===== src/rtl/bsg_manycore_loader_arbiter.sv =====
// Round-robin arbiter sharing the manycore loader IO link among num_req_p host requesters,
// routing in-order responses back via an ID FIFO. Optional per-requester grant counters: BSG_MANYCORE_LOADER_ARB_STATS_EN.
module bsg_manycore_loader_arbiter #(
  parameter int num_req_p    = 4,
  parameter int req_width_p  = 32,
  parameter int resp_width_p = 32,
  parameter int max_out_p    = 8
) (
  input  logic                             clk_i,
  input  logic                             reset_n_i,
  input  logic [num_req_p-1:0]             req_v_i,
  input  logic [num_req_p*req_width_p-1:0] req_data_i,
  output logic [num_req_p-1:0]             req_ready_o,
  output logic [num_req_p-1:0]             resp_v_o,
  output logic [resp_width_p-1:0]          resp_data_o,
  input  logic [num_req_p-1:0]             resp_ready_i,
  output logic                             link_req_v_o,
  output logic [req_width_p-1:0]           link_req_data_o,
  input  logic                             link_req_ready_i,
  input  logic                             link_resp_v_i,
  input  logic [resp_width_p-1:0]          link_resp_data_i,
  output logic                             link_resp_yumi_o,
  output logic                             err_o
`ifdef BSG_MANYCORE_LOADER_ARB_STATS_EN
  ,
  input  logic                             stats_clear_i,
  output logic [num_req_p*32-1:0]          grant_count_o
`endif
);

  localparam int id_width_lp  = (num_req_p > 1) ? $clog2(num_req_p) : 1;
  localparam int ptr_width_lp = (max_out_p > 1) ? $clog2(max_out_p) : 1;
  localparam int cnt_width_lp = $clog2(max_out_p + 1);
  localparam logic [cnt_width_lp-1:0] full_cnt_lp = cnt_width_lp'(max_out_p);

  logic [id_width_lp-1:0]  last_r;
  logic [id_width_lp-1:0]  grant_s;
  logic [id_width_lp-1:0]  head_s;
  logic [id_width_lp-1:0]  id_mem_r [max_out_p];
  logic [ptr_width_lp-1:0] wr_ptr_r;
  logic [ptr_width_lp-1:0] rd_ptr_r;
  logic [cnt_width_lp-1:0] count_r;
  logic                    err_r;
  logic                    grant_found_s;
  logic                    not_full_s;
  logic                    not_empty_s;
  logic                    push_s;
  logic                    pop_s;
  logic                    resp_fire_s;
  logic [req_width_p-1:0]  req_data_s [num_req_p];
  int                      idx_s;

  for (genvar i = 0; i < num_req_p; i++) begin : g_unpack
    assign req_data_s[i] = req_data_i[i*req_width_p +: req_width_p];
  end

  assign not_full_s  = (count_r != full_cnt_lp);
  assign not_empty_s = (count_r != {cnt_width_lp{1'b0}});
  assign head_s      = id_mem_r[rd_ptr_r];

  // Round-robin search starting just above the last granted requester.
  always_comb begin
    grant_found_s = 1'b0;
    grant_s       = last_r;
    idx_s         = 0;
    for (int i = 1; i <= num_req_p; i++) begin
      idx_s = (int'(last_r) + i) % num_req_p;
      if (!grant_found_s && req_v_i[id_width_lp'(idx_s)]) begin
        grant_found_s = 1'b1;
        grant_s       = id_width_lp'(idx_s);
      end else begin
        grant_found_s = grant_found_s;
      end
    end
  end

  // Outputs are forced idle while reset is held, independent of inputs.
  assign link_req_v_o    = reset_n_i & (|req_v_i) & not_full_s;
  assign link_req_data_o = req_data_s[grant_s];
  assign push_s          = link_req_v_o & link_req_ready_i;
  assign req_ready_o     = {num_req_p{push_s}} & (num_req_p'(1) << grant_s);

  // With nothing outstanding a response is swallowed so the link never wedges.
  assign resp_fire_s      = reset_n_i & link_resp_v_i & not_empty_s;
  assign resp_v_o         = {num_req_p{resp_fire_s}} & (num_req_p'(1) << head_s);
  assign resp_data_o      = link_resp_data_i;
  assign link_resp_yumi_o = reset_n_i & link_resp_v_i & (not_empty_s ? resp_ready_i[head_s] : 1'b1);
  assign pop_s            = link_resp_yumi_o & not_empty_s;
  assign err_o            = err_r;

  // Arbitration pointer, ID FIFO pointers, occupancy and sticky error.
  always_ff @(posedge clk_i or negedge reset_n_i) begin
    if (!reset_n_i) begin
      last_r   <= id_width_lp'(num_req_p - 1);
      wr_ptr_r <= {ptr_width_lp{1'b0}};
      rd_ptr_r <= {ptr_width_lp{1'b0}};
      count_r  <= {cnt_width_lp{1'b0}};
      err_r    <= 1'b0;
    end else begin
      if (push_s) begin
        last_r   <= grant_s;
        wr_ptr_r <= wr_ptr_r + ptr_width_lp'(1);
      end
      if (pop_s) begin
        rd_ptr_r <= rd_ptr_r + ptr_width_lp'(1);
      end
      case ({push_s, pop_s})
        2'b10:   count_r <= count_r + cnt_width_lp'(1);
        2'b01:   count_r <= count_r - cnt_width_lp'(1);
        default: count_r <= count_r;
      endcase
      if (link_resp_v_i && !not_empty_s) begin
        err_r <= 1'b1;
      end
    end
  end

  // ID storage; written at the tail on every accepted request.
  always_ff @(posedge clk_i or negedge reset_n_i) begin
    if (!reset_n_i) begin
      for (int i = 0; i < max_out_p; i++) begin
        id_mem_r[i] <= {id_width_lp{1'b0}};
      end
    end else if (push_s) begin
      id_mem_r[wr_ptr_r] <= grant_s;
    end
  end

`ifdef BSG_MANYCORE_LOADER_ARB_STATS_EN
  logic [31:0] grant_cnt_r [num_req_p];

  // Saturating accepted-request counters, clearable synchronously.
  always_ff @(posedge clk_i or negedge reset_n_i) begin
    if (!reset_n_i) begin
      for (int i = 0; i < num_req_p; i++) begin
        grant_cnt_r[i] <= 32'd0;
      end
    end else if (stats_clear_i) begin
      for (int i = 0; i < num_req_p; i++) begin
        grant_cnt_r[i] <= 32'd0;
      end
    end else begin
      for (int i = 0; i < num_req_p; i++) begin
        if (req_ready_o[i] && (grant_cnt_r[i] != 32'hFFFF_FFFF)) begin
          grant_cnt_r[i] <= grant_cnt_r[i] + 32'd1;
        end
      end
    end
  end

  for (genvar i = 0; i < num_req_p; i++) begin : g_stats
    assign grant_count_o[i*32 +: 32] = grant_cnt_r[i];
  end
`endif

endmodule


===== config.mk =====
export PLATFORM = sky130hd
export DESIGN_NAME = bsg_manycore_loader_arbiter
export DESIGN_NICKNAME = d
export VERILOG_FILES = /design/src/rtl/bsg_manycore_loader_arbiter.sv
export SDC_FILE = /design/constraint.sdc
export NUM_CORES = 1
export LEC_CHECK = 0
export CELL_PAD_IN_SITES_DETAIL_PLACEMENT = 1
export CELL_PAD_IN_SITES_GLOBAL_PLACEMENT = 1
export CORE_ASPECT_RATIO = 1.25
export CORE_MARGIN = 1.5
export CORE_UTILIZATION = 18
export CTS_CLUSTER_DIAMETER = 80
export DETAILED_ROUTE_END_ITERATION = 12
export GPL_ROUTABILITY_DRIVEN = 1
export PLACE_DENSITY = 0.77
export SYNTH_ARGS = -nofsm -noshare
export SYNTH_HDL_FRONTEND = slang
export SYNTH_SLANG_ARGS = --single-unit

===== constraint.sdc =====
create_clock -name clk_i -period 2.96 [get_ports clk_i]
set_input_delay 0.592 -clock clk_i [delete_from_list [all_inputs] [get_ports clk_i]]
set_output_delay 0.592 -clock clk_i [all_outputs]
set_load 0.05 [all_outputs]

[After elaboration in Yosys (flattened, before gate mapping)]
Index checks and enable logic that the tools add are counted.
Cells by class
  $add $sub $neg: 8
  $lt $le $gt $ge: 9
  equal/unequal tests: 3
  shift-type cells: 2
  multiplexer cells: 32
  bitwise operators: 12
  reductions and logical operators: 12
Operator list (count)
  $bmux W32 S2: 1
  $mux W32: 2
  $bwmux W16: 1
  $lt A2 B4 Y1 const B: 4
  $mux W2: 7
  $mux W1: 13
  $bmux W1 S2: 5
  $and A4 B4 Y4: 2
  $ge A4 B4 Y1 const B: 2
  $not A3 Y4: 2
  $pmux W4 S2: 1
  $shl A1 B2 Y4 const A: 2
  $and A1 B1 Y1: 7
  $add A3 B1 Y3 const B: 2
  $bmux W2 S3: 1
  $demux W2 S3: 1
  $logic_and A1 B1 Y1: 5
  $add A2 B1 Y2 const B: 2
  $add A2 B2 Y2 const B: 2
  $add A4 B1 Y4 const B: 1
  $logic_not A1 Y1: 4
  $lt A4 B1 Y1 const B: 1
  $ne A4 B4 Y1 const B: 1
  $reduce_bool A4 Y1: 1
  other kinds (8): 8
Storage, ports and cells
  bits in registers: 29
  output and inout bits: 75

[Longest topological paths before layout]
Gate-level depths: netlist of the first run.
  depth after elaboration: 18
  gate-level depth with buffers: 14

[Worst setup path after synthesis of the first run]
No wires, ideal clock.
  kind: input port to output port
  from: input req_v_i[1]
  to: output req_ready_o[1]
  arrival time: 2.950 ns
  path slack: -0.582 ns
  stages: 6
  buffers on the path: 1
  path through: o41ai_1 -> a21oi_1 -> and2_1 -> buf_2 -> inv_2 -> nor3_1
Between the ends
  elaborated cells between the ends (all ways): 31
RTL lines
  start: declaration: line 11  | input logic [num_req_p-1:0] req_v_i,
  $reduce_or A4 Y1: line 78  | assign link_req_v_o = reset_n_i & (|req_v_i) & not_full_s;
  $and A1 B1 Y1 (2 in series): line 78
  named net link_req_v_o: line 17  | output logic link_req_v_o,
  $and A1 B1 Y1: line 80  | assign push_s = link_req_v_o & link_req_ready_i;
  $and A4 B4 Y4: line 81  | assign req_ready_o = {num_req_p{push_s}} & (num_req_p'(1) << grant_s);
  end: declaration: line 13  | output logic [num_req_p-1:0] req_ready_o,
The timed path passes the listed nets, and every way through them passes these cells. The select of a mux whose other input is x is not followed.

[Worst setup path in the final report of the first run]
  from: register rd_ptr_r[0]
  to: output link_resp_yumi_o
Between the ends
  cells in the longest elaborated chain, start to end: 8
Ends and longest elaborated chain
  start: declaration: line 41  | logic [ptr_width_lp-1:0] rd_ptr_r;
  start signal: assignment: line 96  | rd_ptr_r <= {ptr_width_lp{1'b0}};
  start signal: assignment: line 105  | rd_ptr_r <= rd_ptr_r + ptr_width_lp'(1);
  $not A3 Y4 (not written as such): line 59  | assign head_s = id_mem_r[rd_ptr_r];
  $bmux W2 S3: line 59
  $mux W2 (not written as such) (2 in series): line 59
  $bmux W1 S2: line 87  | assign link_resp_yumi_o = reset_n_i & link_resp_v_i & (not_empty_s ? resp_ready_i[head_s] : 1'b1);
  $mux W1 (not written as such): line 87
  $mux W1: line 87
  $and A1 B1 Y1: line 87
  end: declaration: line 22  | output logic link_resp_yumi_o,
No other way between the ends. The select of a mux whose other input is x is not followed.

==> results of run 1 <==
cells in the mapped netlist, types with 3 or more instances:
library cell	instances
a21o_1	3
a21oi_1	4
a31oi_1	33
and3_1	33
buf_2	8
buf_4	32
clkbuf_1	17
dfrtp_1	27
ha_1	5
inv_1	6
mux2_2	16
mux2i_1	9
nand2_1	142
nand3_1	4
nor2_1	13
nor3_1	5
xnor2_1	6
path summary, 6_finish.rpt:
path,start,end,slack (ns),cells past startpoint
max,rd_ptr_r[0]$_DFFE_PN0P_,link_resp_yumi_o,-0.004,9
min,err_o$_DFFE_PN0P_,err_o$_DFFE_PN0P_,0.46,1
max reg2reg,rd_ptr_r[0]$_DFFE_PN0P_,count_r[3]$_DFFE_PN0P_,0.04,14
min reg2reg,err_o$_DFFE_PN0P_,err_o$_DFFE_PN0P_,0.46,1
max in group asynchronous,reset_n_i,last_r[0]$_DFFE_PN1P_,2.06,3
min in group asynchronous,reset_n_i,err_o$_DFFE_PN0P_,0.59,3
registers in the layout, indices dropped and copies added (netlist names):
register and count:
rd_ptr_r 3, wr_ptr_r 3, count_r 4, err_o 1, id_mem_r 16, last_r 2
cell type report:
| type | count | area [um2] | share of cell area, % |
|---|---|---|---|
| inverter | 7 | 26.28 | 0.4373 |
| sequential | 29 | 729.5 | 12.14 |
| clock inverter | 2 | 10.01 | 0.1666 |
| tap | 212 | 265.3 | 4.415 |
| antenna | 3 | 7.507 | 0.1249 |
| multi-input combinational | 295 | 2081 | 34.63 |
| clock buffer | 6 | 128.9 | 2.145 |
| timing repair buffer | 227 | 2760 | 45.94 |
repair_timing:
action | CTS | global route
gates cloned | 2 | 2
setup buffers | 4 | 2
pin swaps | 7 | 4
resized for setup | 27 | 18
hold buffers | 0 | 0
endpoints found under the setup margin | 38 | 39
stage by stage:
stage | TNS [ns] | hold WS, ns | std cells | total power [mW]
after global routing | -0.1880 | 0.4818 | 778 | 7.941
after detailed placement | -6.432 | 0.4588 | 760 | 6.546
after CTS | -0.04872 | 0.4672 | 774 | 7.443
final | -0.003920 | 0.4582 | 781 | 7.529
after floorplan | 0 | 0.2964 | 389 | 3.966
after global placement | -4.138 | 0.4490 | 760 | 6.396
layer usage:
| layer | up-vias | global-route usage, % | part of all wire [%] |
|---|---|---|---|
| met3 | 23 | 7.767 | 12 |
| met2 | 150 | 31.39 | 53 |
| li1 | 1642 | - | - |
| met1 | 1651 | 15.30 | 33 |
| met4 | 4 | 4.483 | 1.6 |
| met5 | - | 0 | 0.22 |
worst reg2reg max path, stage by stage, from the launching register on:
cell and delay (ns):
dfrtp_2 0.49, buf_6 0.15, mux2i_1 0.11, mux4_2 0.52, mux2i_1 0.16, mux2i_2 0.20
nand2_2 0.09, inv_2 0.07, ha_4 0.14, ha_4 0.19, a21o_1 0.18, a21oi_2 0.16
xnor2_1 0.14, nor2_1 0.07, xor2_1 0.14
logic make-up after synthesis:
| kind of cell | count (synthesis) | synth area share [%] |
|---|---|---|
| compound gates | 44 | 9.756 |
| xor+xnor | 8 | 2.483 |
| fa+ha+maj | 6 | 2.927 |
| buf+inv | 65 | 13.53 |
| flops | 29 | 25.81 |
| mux | 30 | 13.57 |
| simple gates | 207 | 31.93 |
power groups by stage:
stage	combinational, mW	clock [mW]	sequential [mW]
detailed placement	5.73	0	0.814
global route	6.58	0.498	0.865
floorplan	3.22	0	0.750
finish	6.22	0.470	0.833
global placement	5.61	0	0.789
CTS	6.14	0.478	0.829
==> run_summary.xml, run 1 <==
<?xml version="1.0" encoding="UTF-8"?>
<metrics>
  <group name="run_status">
    <metric name="violations" unit="">negative setup slack</metric>
    <metric name="run_status" unit="">finished, violations left</metric>
  </group>
  <group name="grt">
    <metric name="grt_use_total" unit="%">16.38</metric>
    <metric name="antenna_violations_before_repair" unit="">5</metric>
    <metric name="grt_pass1_vias" unit="">3770</metric>
    <metric name="grt-ovfl-total" unit="">0</metric>
    <metric name="grt_start_max_net_pins" unit="">30</metric>
    <metric name="grt_pass1_wl" unit="um">20540</metric>
  </group>
  <group name="finish">
    <metric name="mostFrequentLayoutCell" unit="">nand2_1</metric>
    <metric name="utilization" unit="%">38.91</metric>
    <metric name="areaGrowthSynthToFinish" unit="%">112.9</metric>
    <metric name="final_nets" unit="">743</metric>
    <metric name="layout.filler_cells" unit="">1769</metric>
    <metric name="layout_common_cells" unit="">142 x nand2_1, 135 x clkdlybuf4s50_1, 49 x buf_12</metric>
    <metric name="post_route_cells_drive_above_1_share" unit="%">30.92</metric>
    <metric name="finalInstanceArea" unit="um2">6008</metric>
  </group>
  <group name="synthesis">
    <metric name="yosys_register_bits" unit="">29</metric>
    <metric name="post_synth_edffs" unit="">0</metric>
    <metric name="ys_seq_area_share" unit="%">25.81</metric>
    <metric name="syn_nets" unit="">567</metric>
    <metric name="synth-async-reset-ratio" unit="%">100.0</metric>
    <metric name="synth_area_leader_cell" unit="">dfrtp_1</metric>
    <metric name="post-synth-top-area-fraction" unit="%">23.95</metric>
    <metric name="dominant_synthesized_flop_cell" unit="">dfrtp_1</metric>
    <metric name="netlist_top_cells_area" unit="">dfrtp_1 24%, nand2_1 19%, buf_4 8.5%, a31oi_1 7.3%, and3_1 7.3%</metric>
    <metric name="synth_area" unit="um2">2821</metric>
    <metric name="yosys_warnings" unit="">0</metric>
    <metric name="syn_inst" unit="">389</metric>
    <metric name="synth.lib_cells_used.distinct" unit="">36</metric>
    <metric name="syn-mean-instance-area" unit="um2">7.253</metric>
  </group>
  <group name="drt">
    <metric name="wl_per_cell" unit="um">18.38</metric>
    <metric name="dr_total_vias" unit="">3470</metric>
    <metric name="detailedRoute.firstIterationViolations" unit="">96</metric>
    <metric name="firstDrtPassIters" unit="">4</metric>
    <metric name="wirelength" unit="um">14350</metric>
    <metric name="postRouteAntennaNets" unit="">0</metric>
    <metric name="drc" unit="">0</metric>
    <metric name="vias_per_cell" unit="">4.443</metric>
  </group>
  <group name="timing">
    <metric name="tightest_slew" unit="ns">0.7722</metric>
    <metric name="fmax" unit="GHz">0.3374</metric>
    <metric name="final_max_slew_viol_count" unit="">0</metric>
    <metric name="maxSlewHeadroom" unit="%">48.04</metric>
    <metric name="clock_skew" unit="ns">0.003781</metric>
    <metric name="post-route-period-util" unit="%">100.1</metric>
    <metric name="fin_crit" unit="ns">2.964</metric>
    <metric name="rsz0062_at_grt" unit="">yes</metric>
    <metric name="setup_slack" unit="ns">-0.003920</metric>
    <metric name="timing.final.setup_violations" unit="">1</metric>
    <metric name="number_of_endpoints_with_negative_hold_slack_in_the_final_report" unit="">0</metric>
  </group>
  <group name="worst_setup_path">
    <metric name="critical_path_peak_fanout" unit="">7</metric>
    <metric name="slowest_delay" unit="ns">0.52</metric>
    <metric name="worst_setup_path_end_kind" unit="">primary output</metric>
    <metric name="cp_data_arrival_time" unit="ns">2.37</metric>
    <metric name="setup.worst_path.class" unit="">reg2out</metric>
    <metric name="timing.critical_path.from_type" unit="">flop</metric>
    <metric name="cp.buffers_inverters" unit="">3</metric>
    <metric name="worst_ep_required_time" unit="ns">2.37</metric>
    <metric name="crit_path_cell_trace" unit="">buf_6 &gt; mux2i_1 &gt; mux4_2 &gt; mux2i_1 &gt; mux2i_2 &gt; buf_4 &gt; nor2_4 &gt; nor2_4 &gt; buf_12</metric>
    <metric name="worst_path_max_delay_cell" unit="">mux4_2</metric>
    <metric name="critical-path-top-delay-family" unit="">multiplexers</metric>
  </group>
  <group name="clock_tree">
    <metric name="clk-insertion-delay-late" unit="ns">0.27</metric>
    <metric name="cts_tree" unit="">yes</metric>
    <metric name="htree_levels" unit="">2</metric>
    <metric name="cts_inserted_buffers" unit="">5</metric>
    <metric name="cts_root_buffer" unit="">clkbuf_16</metric>
    <metric name="clk_path_buf_depth" unit="">2</metric>
    <metric name="clk_pin_slew" unit="ns">0.05</metric>
    <metric name="cts.sinks" unit="">29</metric>
  </group>
  <group name="power">
    <metric name="cellLeakagePower" unit="nW">2.545</metric>
    <metric name="power.switching_fraction" unit="%">47.54</metric>
    <metric name="worst_ir_drop_vdd" unit="uV">669.5</metric>
    <metric name="pwr-share-clk" unit="%">6.2</metric>
    <metric name="p_sw" unit="mW">3.579</metric>
    <metric name="internal_power" unit="mW">3.950</metric>
    <metric name="power.density_cell_area" unit="nW/um2">1253</metric>
    <metric name="combinationalPowerShare" unit="%">82.7</metric>
    <metric name="power_frac_seq" unit="%">11.1</metric>
  </group>
  <group name="floorplan">
    <metric name="io_pins" unit="">247</metric>
    <metric name="die-area" unit="um2">16440</metric>
    <metric name="initial_core_util" unit="%">18.27</metric>
    <metric name="floorplan.rows" unit="">51</metric>
    <metric name="die-width" unit="um">115.0</metric>
    <metric name="die_height" unit="um">143.0</metric>
    <metric name="core_region_area" unit="um2">15440</metric>
  </group>
  <group name="worst_hold_path">
    <metric name="hold_path.class" unit="">reg2reg</metric>
  </group>
  <group name="placed_design">
    <metric name="detailedPlace.worstSlack" unit="ns">-0.2682</metric>
    <metric name="place.detailed.hpwl" unit="um">11230</metric>
    <metric name="port_buf_inserts" unit="">182</metric>
    <metric name="routabilityCongestion" unit="">0.8516</metric>
    <metric name="postPlaceCellArea" unit="um2">5543</metric>
  </group>
  <group name="flow_run">
    <metric name="max_cap_violations" unit="">0</metric>
  </group>
</metrics>
Power figures use the tool's default switching activity.
==> inputs of run 2 (changes only) <==
--- a/config.mk
+++ b/config.mk
@@ -13,6 +13,7 @@
 export CTS_CLUSTER_DIAMETER = 80
 export DETAILED_ROUTE_END_ITERATION = 12
 export GPL_ROUTABILITY_DRIVEN = 1
+export MAX_ROUTING_LAYER = met4
 export PLACE_DENSITY = 0.77
 export SYNTH_ARGS = -nofsm -noshare
 export SYNTH_HDL_FRONTEND = slang
==> run_summary.xml, run 2 (synthesis gave the netlist of run 1 again) <==
<?xml version="1.0" encoding="UTF-8"?>
<metrics>
  <group name="worst_setup_path">
    <metric name="timing.critical_path.from_type" unit="">flop</metric>
    <metric name="critical-path-top-delay-family" unit="">multiplexers</metric>
    <metric name="cp.buffers_inverters" unit="">3</metric>
    <metric name="setup.worst_path.class" unit="">reg2out</metric>
    <metric name="worst_path_max_delay_cell" unit="">mux4_2</metric>
    <metric name="worst_setup_path_end_kind" unit="">primary output</metric>
    <metric name="slowest_delay" unit="ns">0.52</metric>
    <metric name="critical_path_peak_fanout" unit="">7</metric>
    <metric name="cp_data_arrival_time" unit="ns">2.38</metric>
    <metric name="worst_ep_required_time" unit="ns">2.37</metric>
    <metric name="reg2reg_setup_slack" unit="ns">0.03</metric>
    <metric name="crit_path_cell_trace" unit="">buf_6 &gt; mux2i_1 &gt; mux4_2 &gt; mux2i_1 &gt; mux2i_2 &gt; buf_4 &gt; nor2_4 &gt; nor2_4 &gt; buf_12</metric>
  </group>
  <group name="placed_design">
    <metric name="routabilityCongestion" unit="">0.8651</metric>
    <metric name="place.detailed.hpwl" unit="um">11230</metric>
    <metric name="port_buf_inserts" unit="">182</metric>
    <metric name="postPlaceCellArea" unit="um2">5543</metric>
  </group>
  <group name="grt">
    <metric name="grt-ovfl-total" unit="">0</metric>
    <metric name="grt_pass1_vias" unit="">3769</metric>
    <metric name="antenna_violations_before_repair" unit="">5</metric>
    <metric name="grt_start_max_net_pins" unit="">30</metric>
    <metric name="grt_pass1_wl" unit="um">20560</metric>
    <metric name="grt_use_total" unit="%">16.84</metric>
  </group>
  <group name="clock_tree">
    <metric name="cts_root_buffer" unit="">clkbuf_16</metric>
    <metric name="clk_pin_slew" unit="ns">0.05</metric>
    <metric name="clk-insertion-delay-late" unit="ns">0.27</metric>
    <metric name="cts_tree" unit="">yes</metric>
    <metric name="cts.sinks" unit="">29</metric>
    <metric name="clk_path_buf_depth" unit="">2</metric>
    <metric name="cts_inserted_buffers" unit="">5</metric>
    <metric name="htree_levels" unit="">2</metric>
    <metric name="holdBufCountCts" unit="">0</metric>
  </group>
  <group name="timing">
    <metric name="final_max_slew_viol_count" unit="">0</metric>
    <metric name="timing.final.setup_violations" unit="">1</metric>
    <metric name="fin_crit" unit="ns">2.974</metric>
    <metric name="maxSlewHeadroom" unit="%">48.03</metric>
    <metric name="number_of_endpoints_with_negative_hold_slack_in_the_final_report" unit="">0</metric>
    <metric name="post-route-period-util" unit="%">100.5</metric>
    <metric name="tightest_slew" unit="ns">0.7725</metric>
    <metric name="fmax" unit="GHz">0.3362</metric>
    <metric name="rsz0062_at_grt" unit="">yes</metric>
    <metric name="clock_skew" unit="ns">0.003812</metric>
    <metric name="setup_slack" unit="ns">-0.01419</metric>
  </group>
  <group name="finish">
    <metric name="top_register" unit="">id_mem_r</metric>
    <metric name="layout_common_cells" unit="">142 x nand2_1, 135 x clkdlybuf4s50_1, 49 x buf_12</metric>
    <metric name="layout.filler_cells" unit="">1773</metric>
    <metric name="finalInstanceArea" unit="um2">6013</metric>
    <metric name="biggestRegsByFlops" unit="">id_mem_r (16), count_r (4)</metric>
    <metric name="areaGrowthSynthToFinish" unit="%">113.1</metric>
    <metric name="largest_register_ff_count" unit="">16</metric>
    <metric name="final_nets" unit="">743</metric>
    <metric name="post_route_cells_drive_above_1_share" unit="%">30.92</metric>
    <metric name="mostFrequentLayoutCell" unit="">nand2_1</metric>
  </group>
  <group name="floorplan">
    <metric name="die-width" unit="um">115.0</metric>
    <metric name="floorplan.rows" unit="">51</metric>
    <metric name="core_region_area" unit="um2">15440</metric>
    <metric name="initial_core_util" unit="%">18.27</metric>
    <metric name="io_pins" unit="">247</metric>
    <metric name="die_height" unit="um">143.0</metric>
    <metric name="die-area" unit="um2">16440</metric>
  </group>
  <group name="power">
    <metric name="worst_ir_drop_vdd" unit="uV">670.5</metric>
    <metric name="total_power" unit="mW">7.536</metric>
    <metric name="cellLeakagePower" unit="nW">2.545</metric>
    <metric name="power.density_cell_area" unit="nW/um2">1253</metric>
  </group>
  <group name="drt">
    <metric name="wl_per_cell" unit="um">18.32</metric>
    <metric name="vias_per_cell" unit="">4.425</metric>
    <metric name="postRouteAntennaNets" unit="">0</metric>
    <metric name="firstDrtPassIters" unit="">5</metric>
    <metric name="wirelength" unit="um">14350</metric>
    <metric name="drc" unit="">0</metric>
    <metric name="dr_total_vias" unit="">3465</metric>
    <metric name="detailedRoute.firstIterationViolations" unit="">106</metric>
  </group>
  <group name="flow_run">
    <metric name="max_cap_violations" unit="">0</metric>
  </group>
  <group name="run_status">
    <metric name="run_status" unit="">finished, violations left</metric>
    <metric name="violations" unit="">negative setup slack</metric>
  </group>
  <group name="worst_hold_path">
    <metric name="hold_path.class" unit="">reg2reg</metric>
  </group>
</metrics>
-- run 2: routing by layer --
layer	vias up	share of wire, %	track usage [%]	wire length (um)
met5	-	0	-	0
met4	0	1.9	4.483	269
met3	21	12	7.810	1716
met2	152	53	31.36	7641
met1	1649	33	15.25	4720
li1	1643	-	-	-
-- run 2: repair_timing --
action | CTS | global route
gates resized for setup | 27 | 18
pin swaps | 7 | 4
buffers inserted | 4 | 2
endpoints found under the setup margin | 38 | 39
gates cloned | 2 | 2
-- run 2: metrics by stage --
step / cells / util [%] / hold WS (ns) / worst slack, ns / setup TNS [ns]
global placement: 760 / 35.89 / 0.4490 / -0.1802 / -4.138
CTS: 774 / 38.13 / 0.4672 / -0.03614 / -0.04872
global route: 783 / 38.94 / 0.4818 / -0.1067 / -0.1879
detailed placement: 760 / 35.89 / 0.4588 / -0.2682 / -6.432
floorplan: 389 / - / 0.2964 / 0.06017 / 0
finish: 783 / 38.94 / 0.4582 / -0.01419 / -0.01419
-- run 2: area by class of cell --
| class | instances | area (um2) | area share [%] |
|---|---|---|---|
| flip-flops and latches | 29 | 729.5 | 12.13 |
| clock buffers | 6 | 128.9 | 2.143 |
| well taps | 212 | 265.3 | 4.411 |
| clock inverters | 2 | 10.01 | 0.1665 |
| inverters | 7 | 26.28 | 0.4370 |
| repair buffers | 227 | 2760 | 45.90 |
| diodes | 5 | 12.51 | 0.2081 |
| multi-input cells | 295 | 2081 | 34.60 |
-- run 2: path summary, 6_finish.rpt --
check,from,to,cells after the start
worst min register to register,err_o$_DFFE_PN0P_,err_o$_DFFE_PN0P_,1
max in group asynchronous,reset_n_i,last_r[0]$_DFFE_PN1P_,3
min in group asynchronous,reset_n_i,err_o$_DFFE_PN0P_,3
worst min-delay path,err_o$_DFFE_PN0P_,err_o$_DFFE_PN0P_,1
worst max-delay path,rd_ptr_r[0]$_DFFE_PN0P_,link_resp_yumi_o,9
worst max register to register,rd_ptr_r[0]$_DFFE_PN0P_,count_r[3]$_DFFE_PN0P_,14
-- run 2: power breakdown --
| part | switching, mW | internal (mW) | total [mW] |
|---|---|---|---|
| Clock | 0.163 | 0.307 | 0.470 |
| Combinational | 3.20 | 3.04 | 6.23 |
| Sequential | 0.226 | 0.608 | 0.834 |
==> edit (config.mk and constraints of run 1) <==
Set the parameter `max_out_p` to 4 (it was 8).
--- a/src/rtl/bsg_manycore_loader_arbiter.sv
+++ b/src/rtl/bsg_manycore_loader_arbiter.sv
@@ -5,5 +5,5 @@
   parameter int req_width_p  = 32,
   parameter int resp_width_p = 32,
-  parameter int max_out_p    = 8
+  parameter int max_out_p    = 4
 ) (
   input  logic                             clk_i,
Function: same outputs for any inputs over 4 cycles, from zero or initial values and one cycle with reset_n_i low; that may be too few to reach the edited logic, so the function may still have changed.
==> edit against run 1 <==
The flow still finishes with violations (setup timing). Power down 36%. Area after synthesis down 26%. Fmax down 0.40%. Sequential cell count down 11. Critical path depth down 1. Final area down 25%. Clock power down 37%. Setup slack worse by 0.012 ns. Synthesized cell count down 56%. Wire length down 25%. First-iteration DRC count down 25%. Clock skew down 0.00053 ns. Combinational power down 36%. Critical path type unchanged. Critical endpoint is now link_req_data_o[29].
==> edit: results (changes against run 1) <==
POWER AND IR DROP
--------------------------------------------------------------------------------------
P_int ...................................................................    0.00254 W   -36%
Peak supply drop ........................................................   0.000429 V   -36%

OUTCOME
--------------------------------------------------------------------------------------
Violations in the final reports ......................................... setup timing
Status .................................................................. complete, but fails checks

WORST SETUP PATH
--------------------------------------------------------------------------------------
Critical register-to-register path endpoint .............................   count_r[2]
Launching instance or port of the critical path .........................    last_r[0]
Worst reg2reg setup slack ...............................................      0.34 ns   +0.30 ns

GLOBAL ROUTING
--------------------------------------------------------------------------------------
First-pass GRT wire length ..............................................     14400 um   -30%
Initial antenna violation count .........................................           12   +7
Vias in the first global route ..........................................         2510   -33%
Global Route Usage Sum ..................................................        16.0%   -0.41 points

SYNTH
--------------------------------------------------------------------------------------
Area fraction in compound gates after synthesis .........................        6.19%   -3.6 points
Most common library cells after synthesis ............................... 33 x sky130_fd_sc_hd__buf_4, 33 x sky130_fd_sc_hd__mux4_2, 16 x sky130_fd_sc_hd__dfrtp_1
Net count after synthesis ...............................................          348   -39%
Netlist cell types ......................................................           33   -8.3%
Number of instances in the synthesized netlist ..........................          170   -56%
Adder-cell share of the synthesized area ................................        3.97%   +1.0 points

LAYOUT
--------------------------------------------------------------------------------------
Area taken by multi-input logic gates ...................................     1350 um2   -35%
Fillers .................................................................         1210   -32%

STA
--------------------------------------------------------------------------------------
Worst clock skew ........................................................   0.00325 ns   -0.000529 ns
Slew headroom ...........................................................        66.1%   +18 points
Post-Route Hold Slack ...................................................     0.457 ns   -0.00127 ns
Final setup violating endpoints .........................................            7   +6
Final setup slack of the worst path .....................................   -0.0159 ns   -0.0120 ns

PLACEMENT
--------------------------------------------------------------------------------------
Detail Placement HPWL ...................................................      8950 um   -20%
Worst slack at placement ................................................    -0.299 ns   -0.0309 ns
Weighted congestion reported at the end of routability-driven placement .        0.880   +3.3%
Post-Place Cell Area ....................................................     4000 um2   -28%

CLOCK NETWORK
--------------------------------------------------------------------------------------
Number of buffers created by CTS ........................................            3   -2
Clk Latency, worst-skew pair ............................................      0.25 ns   -0.02 ns

DRT
--------------------------------------------------------------------------------------
Routed length per instance ..............................................      21.7 um   +18%
Via density per instance ................................................         4.54   +2.1%

edit: changes by cell type in the layout (fill, tap and decap cells not counted), sizes merged, moves of 5 or more:
cell / run 1 / this run
nand2: 143 / 10
mux2: 17 / 4
nor2: 13 / 4
dfrtp: 27 / 16
a31oi: 33 / 1
o21ai: 2 / 7
and3: 33 / 3
mux4: 3 / 34
edit: stage by stage:
step           TNS, ns  power, W
6_report       -0.0688   0.00481
5_1_grt          -1.25   0.00503
4_1_cts        -0.0409   0.00449
3_5_place_dp     -8.52   0.00388
3_3_place_gp     -6.35   0.00378
2_1_floorplan        0   0.00285
edit: how the worst max path moves through the flow:
stage	slack (ns)	to	cells past startpoint
after global routing	-0.08	link_req_data_o[29]	8
after floorplan	0.02	req_ready_o[1]	6
after CTS	-0.01	link_req_data_o[21]	8
after global placement	-0.21	link_req_data_o[16]	8
after detailed placement	-0.30	link_req_data_o[19]	7
final	-0.02	link_req_data_o[29]	8
edit: power by group through the flow:
stage / sequential [W] / combinational [W] / clock [W]
after floorplan: 0.000488 / 0.00236 / 0
after global placement: 0.000496 / 0.00329 / 0
after detailed placement: 0.000508 / 0.00338 / 0
after CTS: 0.000504 / 0.00369 / 0.000304
after global routing: 0.000518 / 0.00420 / 0.000312
final: 0.000503 / 0.00401 / 0.000297
edit: critical path, stage by stage (launching register included):
cell                       delay (ns)
sky130_fd_sc_hd__dfstp_2         0.55
sky130_fd_sc_hd__nand2b_4        0.15
sky130_fd_sc_hd__o21ai_4         0.07
sky130_fd_sc_hd__a221oi_4        0.29
sky130_fd_sc_hd__buf_12          0.16
sky130_fd_sc_hd__buf_12          0.10
sky130_fd_sc_hd__buf_4           0.11
sky130_fd_sc_hd__mux4_2          0.52
sky130_fd_sc_hd__buf_6           0.17
edit: layout make-up:
cell class	instances	area share, %
inverter	11	0.914
sequential	18	10.0
antenna	6	0.332
tap	135	3.74
timing repair buffer	222	53.2
multi-input combinational	100	29.8
clock buffer	4	1.97
edit: what timing repair did:
item                                    4_1_cts  5_1_grt
setup buffers                                11        6
gates cloned                                  0        3
gates resized for setup                      42       29
endpoints found under the setup margin       36       32
pin swaps                                     1        1
edit: layer usage:
| layer | global-route usage [%] | routed length, um | up-vias |
|---|---|---|---|
| li1 | - | - | 990 |
| met1 | 14.3 | 3290 | 1078 |
| met2 | 29.1 | 5640 | 143 |
| met3 | 10.2 | 1520 | 30 |
| met4 | 5.46 | 232 | 10 |
| met5 | 0 | 64 | - |
edit: logic make-up after synthesis:
family	Yosys count
simple gates	26
mux	46
compound gates	16
flops	18
fa+ha+maj	6
xor+xnor	6
buf+inv	52
